==> config.mk <==
export PLATFORM = sky130hd
export DESIGN_NAME = audio_pwm_out
export DESIGN_NICKNAME = d
export VERILOG_FILES = /design/src/rtl/audio_pwm_out.sv
export SDC_FILE = /design/constraint.sdc
export NUM_CORES = 1
export LEC_CHECK = 0
export BUFFER_PORTS_ARGS = -buffer_cell sky130_fd_sc_hd__buf_2
export CORE_ASPECT_RATIO = 0.5
export CORE_MARGIN = 4
export CORE_UTILIZATION = 35
export DETAILED_ROUTE_END_ITERATION = 6
export GPL_ROUTABILITY_DRIVEN = 1
export PLACE_DENSITY = 0.53
export SETUP_SLACK_MARGIN = 0.15
export SLEW_MARGIN = 25
export SYNTH_ARGS = -nofsm -noshare
export SYNTH_HDL_FRONTEND = slang
export SYNTH_SLANG_ARGS = --single-unit
==> constraint.sdc <==
create_clock -name clk -period 2.6 [get_ports clk]
set_clock_uncertainty 0.15 [all_clocks]
set_input_delay 0.39 -clock clk [delete_from_list [all_inputs] [get_ports clk]]
set_output_delay 0.39 -clock clk [all_outputs]
set_load 0.05 [all_outputs]
==> src/rtl/audio_pwm_out.sv <==
// Audio pin driver: latches one generator sample per PWM period, attenuates, offsets and emits PWM.
// Define AUDIO_SIGMADELTA_EN to swap the PWM comparator for a first-order sigma-delta modulator.
module audio_pwm_out #(
    parameter int PWM_BITS = 10
) (
    input  logic        clk,
    input  logic        reset,
    input  logic        enable,
    input  logic [3:0]  volume,
    input  logic [31:0] romdata,
    output logic        pwm_out,
    output logic        sample_strobe,
    output logic        busy
);

    typedef enum logic [1:0] {IDLE, RUN, DRAIN} state_t;

    localparam logic [PWM_BITS-1:0] CNT_MAX = '1;

    state_t              state;
    logic [PWM_BITS-1:0] cnt;
    logic [PWM_BITS-1:0] duty_q;
    logic [PWM_BITS-1:0] duty_new;
    logic [PWM_BITS-1:0] cnt_inc;
    logic                wrap;
    logic                unused_hi;

    // Attenuate by arithmetic shift, flip to offset binary, keep the top PWM_BITS bits.
    function automatic logic [PWM_BITS-1:0] to_duty(input logic [15:0] sample,
                                                    input logic [3:0]  shift);
        logic signed [15:0] s;
        logic [15:0]        u;
        s = $signed(sample) >>> shift;
        u = s ^ 16'h8000;
        return PWM_BITS'(u >> (16 - PWM_BITS));
    endfunction

    assign duty_new  = to_duty(romdata[15:0], volume);
    assign cnt_inc   = cnt + 1'b1;
    assign wrap      = (cnt == CNT_MAX);
    assign unused_hi = ^romdata[31:16];

`ifdef AUDIO_SIGMADELTA_EN
    logic [PWM_BITS:0] acc;
    logic [PWM_BITS:0] acc_next;
    assign acc_next = {1'b0, acc[PWM_BITS-1:0]} + {1'b0, duty_q};
`endif

    always_ff @(posedge clk) begin
        if (reset) begin
            state         <= IDLE;
            cnt           <= '0;
            duty_q        <= '0;
            pwm_out       <= 1'b0;
            sample_strobe <= 1'b0;
            busy          <= 1'b0;
`ifdef AUDIO_SIGMADELTA_EN
            acc           <= '0;
`endif
        end else begin
            case (state)
                IDLE: begin
                    cnt           <= '0;
                    pwm_out       <= 1'b0;
                    sample_strobe <= 1'b0;
                    if (enable) begin
                        state         <= RUN;
                        busy          <= 1'b1;
                        sample_strobe <= 1'b1;
                        duty_q        <= duty_new;
`ifndef AUDIO_SIGMADELTA_EN
                        pwm_out       <= (duty_new != '0);
`endif
                    end
                end
                RUN, DRAIN: begin
                    // Only a draining period that reaches its last cycle may stop.
                    if (state == DRAIN && wrap && !enable) begin
                        state         <= IDLE;
                        cnt           <= '0;
                        pwm_out       <= 1'b0;
                        sample_strobe <= 1'b0;
                        busy          <= 1'b0;
`ifdef AUDIO_SIGMADELTA_EN
                        acc           <= '0;
`endif
                    end else begin
                        state         <= enable ? RUN : DRAIN;
                        cnt           <= cnt_inc;
                        sample_strobe <= wrap;
                        if (wrap) begin
                            duty_q <= duty_new;
                        end
`ifdef AUDIO_SIGMADELTA_EN
                        acc     <= acc_next;
                        pwm_out <= acc_next[PWM_BITS];
`else
                        // Compare against the duty that will be live in the next cycle.
                        pwm_out <= wrap ? (duty_new != '0) : (cnt_inc < duty_q);
`endif
                    end
                end
                default: begin
                    state <= IDLE;
                end
            endcase
        end
    end

endmodule

==> metrics.md, run 1 <==
| Metric | Value |
|---|---|
| Status | `complete, no violations` |
| Synth async-reset ratio | `0%` |
| Setup TNS | `0 ns` |
| Critical Path RT | `between 2 and 3 ns` |
| TritonRoute pass-1 iters | `5` |
| Post-Synth XOR/XNOR Area | `2.82%` |
| Worst hold path type | `in -> reg` |
| First-pass GRT wire length | `between 6 and 7 mm` |
| Worst slack, placed | `0.171 ns` |
| CP endpoint kind | `flop` |
| CP top delay family | `simple AND/OR/NAND/NOR gates` |
| Core Region | `5040 um2` |
| Max-cap violations | `0` |
| Synthesized instance count | `226` |
| Most common cell after layout, fill and taps aside | `nor2_1` |
| # nets final | `294` |
| Worst Setup EP | `pwm_out` |
| Slew @ Worst Pin | `0.659 ns` |
| Final instance area | `2100 um2` |
| Initial Utilization | `a little under two fifths` |
| Root Buffer | `clkbuf_8` |
| Worst setup SP type | `flop` |
| Synth warn | `0` |
| DRT iter0 DRCs | `50` |
| Layout area overhead | `12.7%` |
| Number of setup violations in the final report | `0` |
| Syn nets | `around 280` |
| CTS H-tree depth | `1` |
| Clk sinks | `25` |
| Largest family of logic cells by synthesized area | `simple AND/OR/NAND/NOR gates` |
| Avg Cell Area, Syn | `around 8.3 um2` |
| Reg2Reg Depth | `10` |
| Synth Area in Simple Gates | `21.7%` |
| Crit path from | `cnt[5]` |
| GRT Total Usage | `around an eighth` |
| Compound-Gate Fraction of Synth Area | `18.6%` |
| Critical path data arrival time | `2.38 ns` |
| Hold depth | `2` |
| Unrepaired setup endpoints after global routing | `no` |
| Rel. slew slack | `56.1%` |
| Max Slew Vio Count | `0` |
| Syn Std Cell Area | `about 1900 um2` |
| Worst path depth | `10` |
| Clk buf depth | `2` |
| Reg2Reg Setup Slack | `between 0.3 and 0.4 ns` |
| # port buffers | `19` |
| DRT Wirelength | `4.18 mm` |
| Clock latency on the worst-skew pair | `0.28 ns` |
| CP Max Fanout | `5` |
| Most frequent cells in the layout | `nor2_1 (28), dfxtp_1 (22), buf_2 (19)` |
| Crit-path max cell delay | `0.45 ns` |
| Maximum vdd drop | `0.202 mV` |
| Period utilization | `between 80 and 90%` |
| Full die area | `6640 um2` |
| Power density over the cells | `approximately 430 nW/um2` |
| Fmax | `435 MHz` |
| Final Power | `0.899 mW` |
| R2r startpoint | `cnt[5]` |
| RePlAce Congestion | `0.856` |
| IO Count | `42` |
| Vias per cell | `5.25` |
| FF+latch count, synth | `25` |
| DRC violation count after routing | `0` |
| Drt wl/cell | `between 10 and 15 um` |
| Tmin final | `2.30 ns` |
| Synth Area in Adders | `8.71%` |
| Mux cell area share after synthesis | `14.1%` |
| Critical R2R Capture | `pwm_out` |
| WP buf/inv | `0` |
| Via count | `~1600` |
| Share of post-route cells with drive strength above 1 | `approximately a fifth` |
| Hold_sp | `enable` |
| Vias in the first global route | `1519` |
| Num CTS Buffers | `3` |
| EDFF count, synth | `0` |
| Antenna Nets Post-Route | `0` |
| Critical path cell sequence | `nand4_4, nor2_4, nand3_1, xnor2_2, ha_1, and4_1, a21oi_1, nand4_1, a31oi_1, o21a_1` |
| Hold buffers post-CTS | `0` |
| DP Area | `around 2000 um2` |
| Synth Flop Type | `dfxtp_1` |
| Register area share after synthesis | `between 20 and 30%` |
| Hold Fails Final Rpt | `0` |
| Post-DP HPWL | `between 3 and 4 mm` |
| Row count | `18` |
| Final worst slack | `0.302 ns` |
| Initial antenna violation count | `0` |
| Die Span Y | `59.6 um` |
| WS Path Type | `reg -> reg` |
| Netlist cell types | `48` |
| Die X | `111 um` |
| Worst path slowest cell | `dfxtp_1` |
| Static power due to leakage | `0.871 nW` |
| CTS tree | `yes` |
| Largest net degree at the start of global routing | `26` |
| Reg clk slew, reported paths | `roughly 0.1 ns` |
| Total congestion overflow | `0` |
| ANT cells | `0` |
area by class of cell:
class                      count  area, um2
fill                         521       2940
clock buffer                   3       41.3
inverter                      15       56.3
timing repair buffer          24        133
tap                           70       87.6
multi-input combinational    173       1270
sequential                    25        504
clock inverter                 1       8.76
worst register-to-register path, cell delays in order (launching register included):
cell	delay, ns
dfxtp_1	0.45
nand4_4	0.17
nor2_4	0.16
nand3_1	0.13
xnor2_2	0.17
ha_1	0.28
and4_1	0.19
a21oi_1	0.14
nand4_1	0.10
a31oi_1	0.18
o21a_1	0.14
how the worst min path moves through the flow:
stage	to	slack, ns
6_report	state[1]	0.22
5_1_grt	state[1]	0.25
4_1_cts	state[1]	0.22
3_5_place_dp	duty_q[1]	0.31
3_3_place_gp	duty_q[1]	0.31
2_1_floorplan	duty_q[1]	0.29
synthesized netlist by cell type (all sizes together), types with 2 or more instances:
master   n  area [um2]
nor2    30         113
dfxtp   25         500
mux2i   16         173
a21oi   15        75.1
inv     15        56.3
ha      13         163
nand2   11        41.3
nor2b    9        56.3
nor3     8        40.0
o21ai    8        40.0
a211oi   7        52.6
a22oi    7        52.6
clkbuf   7        26.3
buf      6        52.5
nand3    5        25.0
mux2     4        45.0
a31oi    3        18.8
or3      3        23.8
xnor2    3        26.3
xor2     3        26.3
a21o     2        15.0
and3     2        13.8
mux4     2        45.0
nand2b   2        12.5
nand4    2        18.8
or2      2        12.5
sequential cells by signal, summed over array words and instances (netlist names):
| name | flops |
|---|---|
| pwm_out | 1 |
| duty_q | 10 |
| sample_strobe | 1 |
| cnt | 10 |
| state | 2 |
| busy | 1 |
power by group:
group          internal, mW  switching, mW
Clock                 0.113          0.139
Sequential            0.405         0.0102
Combinational        0.0929          0.139
Total                 0.611          0.288
per-stage QoR:
step	cells	hold WS (ns)	utilization, %
after floorplan	226	0.293	-
after global placement	306	0.312	39.7
after detailed placement	306	0.315	39.7
after CTS	310	0.215	40.6
after global routing	311	0.247	41.7
final	311	0.223	41.7
layer usage:
metal | vias up | global-route usage (%) | share of wire (%)
met5 | - | 0 | 0
met4 | 0 | 3.12 | 1.1
met3 | 4 | 1.83 | 4.4
met2 | 42 | 21.4 | 42
met1 | 749 | 17.9 | 52
li1 | 839 | - | -
kinds of logic after synthesis:
family | Yosys count
xor+xnor | 6
compound gates | 52
fa+ha+maj | 13
simple gates | 80
flops | 25
mux | 22
buf+inv | 28
repair_timing:
item,4_1_cts,5_1_grt
buffers inserted,0,1
gates resized for setup,0,11
setup endpoints to repair,0,5
(Power assumes the default switching activity.)
==> run 2: changes to the inputs <==
--- a/config.mk
+++ b/config.mk
@@ -11,7 +11,7 @@
 export CORE_UTILIZATION = 35
 export DETAILED_ROUTE_END_ITERATION = 6
 export GPL_ROUTABILITY_DRIVEN = 1
-export PLACE_DENSITY = 0.53
+export PLACE_DENSITY = 0.55
 export SETUP_SLACK_MARGIN = 0.15
 export SLEW_MARGIN = 25
 export SYNTH_ARGS = -nofsm -noshare
==> constraint.sdc (replaced) <==
create_clock -name clk -period 2.1 [get_ports clk]
set_clock_uncertainty 0.15 [all_clocks]
set_input_delay 0.315 -clock clk [delete_from_list [all_inputs] [get_ports clk]]
set_output_delay 0.315 -clock clk [all_outputs]
set_load 0.05 [all_outputs]
==> run 2 against run 1 <==
Net effect:
- the run now ends with setup timing left
- via count increased by 8.0%
- clock power up 21%
- worst hold slack got worse by 0.075 ns
- cell area up 22%
- combinational power increased by 72%
- count of clock-buffer cells in the layout did not move
- highest routed layer unchanged
==> metrics.md, run 2 (same netlist as run 1, synthesis figures left out) <==
| Metric | Value |
|---|---|
| Hold depth | `2 (unchanged)` |
| # nets final | `326 (was 294)` |
| Worst path slowest cell | `dfxtp_4 (was dfxtp_1)` |
| Full die area | `6640 um2 (unchanged)` |
| Die Span Y | `59.6 um (unchanged)` |
| Clock latency on the worst-skew pair | `0.28 ns (about the same)` |
| Via count | `1765 (was 1634)` |
| Status | `finished, violations left (was complete, no violations)` |
| Core Region | `5040 um2 (unchanged)` |
| Reg clk slew, reported paths | `0.10 ns (about the same)` |
| Static power due to leakage | `1.07 nW (was 0.871 nW)` |
| Maximum vdd drop | `0.251 mV (was 0.202 mV)` |
| CP endpoint kind | `flop (unchanged)` |
| WS Path Type | `reg -> reg (unchanged)` |
| CTS tree | `yes (unchanged)` |
| Slew @ Worst Pin | `0.510 ns (was 0.659 ns)` |
| Hold Fails Final Rpt | `0 (unchanged)` |
| Final Power | `1.22 mW (was 0.899 mW)` |
| Final-layout fill cell count | `482 (was 521)` |
| DRT Wirelength | `4.82 mm (was 4.18 mm)` |
| Vias in the first global route | `1821 (was 1519)` |
| DRC violation count after routing | `0 (unchanged)` |
| Clk buf depth | `2 (unchanged)` |
| Clock group share of total power | `25.0% (was 28.0%)` |
| Worst setup SP type | `flop (unchanged)` |
| Share of post-route cells with drive strength above 1 | `37.4% (was 21.2%)` |
| Reg2Reg Depth | `10 (unchanged)` |
| Period utilization | `100% (was 88.4%)` |
| Critical path data arrival time | `2.19 ns (was 2.38 ns)` |
| TritonRoute pass-1 iters | `4 (was 5)` |
| Sw Pwr | `0.391 mW (was 0.288 mW)` |
| Critical Path RT | `2.18 ns (was 2.68 ns)` |
| CTS H-tree depth | `1 (unchanged)` |
| Row count | `18 (unchanged)` |
| Final worst slack | `-0.00957 ns (was 0.302 ns)` |
| Largest net degree at the start of global routing | `26 (unchanged)` |
| Number of setup violations in the final report | `1 (was 0)` |
| Failing checks | `setup timing` |
| Most common cell after layout, fill and taps aside | `buf_4 (was nor2_1)` |
| Initial Utilization | `37.0% (unchanged)` |
| # port buffers | `19 (unchanged)` |
| IO Count | `42 (unchanged)` |
| Drt wl/cell | `14.1 um (was 13.4 um)` |
| Antenna Nets Post-Route | `0 (unchanged)` |
| Die X | `111 um (unchanged)` |
| Tmin final | `2.11 ns (was 2.30 ns)` |
| Initial antenna violation count | `0 (unchanged)` |
| Post-DP HPWL | `3.51 mm (was 3.12 mm)` |
| Crit-path max cell delay | `0.39 ns (was 0.45 ns)` |
| Net Sw Frac | `32.2% (was 32.1%)` |
| Largest regs | `cnt x10, duty_q x10, state x2 (unchanged)` |
| Root Buffer | `clkbuf_8 (unchanged)` |
| Rel. slew slack | `66.0% (was 56.1%)` |
| Vias per cell | `5.15 (was 5.25)` |
| DRT iter0 DRCs | `41 (was 50)` |
| Inst Count DP | `334 (was 306)` |
| Final cell count without fillers | `343 (was 311)` |
| Num CTS Buffers | `3 (unchanged)` |
| GRT Total Usage | `15.0% (was 12.9%)` |
| Fmax | `474 MHz (was 435 MHz)` |
| Most frequent cells in the layout | `buf_4 (31), nor2_1 (25), buf_2 (19) (was nor2_1 (28), dfxtp_1 (22), buf_2 (19))` |
| Layout area overhead | `37.7% (was 12.7%)` |
| First-pass GRT wire length | `8.14 mm (was 6.98 mm)` |
| Critical path cell sequence | `nand3_4, nor2_4, nand3_2, xnor2_2, ha_1, and4_1, a21oi_1, nand4_1, a31oi_1, o21a_1 (was nand4_4, nor2_4, nand3_1, xnor2_2, ha_1, and4_1, a21oi_1, nand4_1, a31oi_1, o21a_1)` |
| Register area | `519 um2 (was 504 um2)` |
| Internal power | `0.825 mW (was 0.611 mW)` |
| WP buf/inv | `0 (unchanged)` |
| Max-cap violations | `0 (unchanged)` |
| Clk sinks | `25 (unchanged)` |
| Worst slack, placed | `-0.165 ns (was 0.171 ns)` |
| Total congestion overflow | `0 (unchanged)` |
| Multi-input gate area | `1420 um2 (was 1270 um2)` |
| CP Max Fanout | `3 (was 5)` |
| Worst hold path type | `in -> reg (unchanged)` |
| Reg power frac | `42.1% (was 46.2%)` |
| Final Core Density | `51.0% (was 41.7%)` |
| Power density over the cells | `473 nW/um2 (was 427 nW/um2)` |
| CP top delay family | `simple AND/OR/NAND/NOR gates (unchanged)` |
| Max Slew Vio Count | `0 (unchanged)` |
| RePlAce Congestion | `0.830 (was 0.856)` |
| Worst path depth | `10 (unchanged)` |
| Logic gate share of total power | `32.9% (was 25.8%)` |
| Setup TNS | `-0.00957 ns (was 0 ns)` |
| ANT cells | `0 (unchanged)` |
| Unrepaired setup endpoints after global routing | `yes (was no)` |
-- run 2: changes by cell type in the layout (fill, tap and decap cells not counted), moves of 4 or more --
cell / previous run / this run
buf_4: 5 / 31
dfxtp_1: 22 / 18
dfxtp_4: 0 / 4
nor2_4: 1 / 5
-- run 2: final timing paths --
check / slack (ns) / end / from
max: -0.01 / pwm_out / cnt[0]
min: 0.15 / state[1] / enable
max reg2reg: -0.01 / pwm_out / cnt[0]
min reg2reg: 0.32 / duty_q[5] / duty_q[5]
-- run 2: timing repair --
action	in CTS	in global routing
setup buffers	1	1
gates resized for setup	10	13
pin swaps	7	6
cloned	0	3
endpoints found under the setup margin	12	19
hold buffers	0	0
-- run 2: layout make-up --
class	instances	share of cell area [%]
Clock buffer	3	1.61
Clock inverter	1	0.292
Inverter	15	2.19
Multi-Input combinational cell	173	55.2
Sequential cell	25	20.2
Tap cell	70	3.41
Timing Repair Buffer	56	17.1
-- run 2: routing by layer --
metal  global-route usage, %  vias to the layer above  part of all wire [%]
met5                       0                        -                     0
met4                    5.37                        0                   1.5
met3                    3.06                        6                   3.5
met2                    26.7                       41                    46
met1                    18.4                      817                    49
li1                        -                      901                     -
-- run 2: per-stage QoR --
| step | cell area [um2] | hold slack (ns) |
|---|---|---|
| after global placement | 2340 | 0.309 |
| final | 2570 | 0.148 |
| after CTS | 2430 | 0.138 |
| after floorplan | 1970 | 0.244 |
| after detailed placement | 2340 | 0.314 |
| after global routing | 2570 | 0.148 |
-- run 2: worst reg2reg max path: stages (launching register included) --
cell and delay (ns):
dfxtp_4 0.39, nand3_4 0.09, nor2_4 0.15, nand3_2 0.11, xnor2_2 0.16, ha_1 0.29, and4_1 0.19, a21oi_1 0.12
nand4_1 0.11, a31oi_1 0.17, o21a_1 0.12
-- run 2: power groups by stage --
stage,combinational [mW],sequential [mW],clock (mW)
floorplan,0.207,0.542,0
global placement,0.328,0.522,0
detailed placement,0.334,0.523,0
CTS,0.351,0.512,0.313
global route,0.439,0.516,0.339
finish,0.400,0.512,0.304
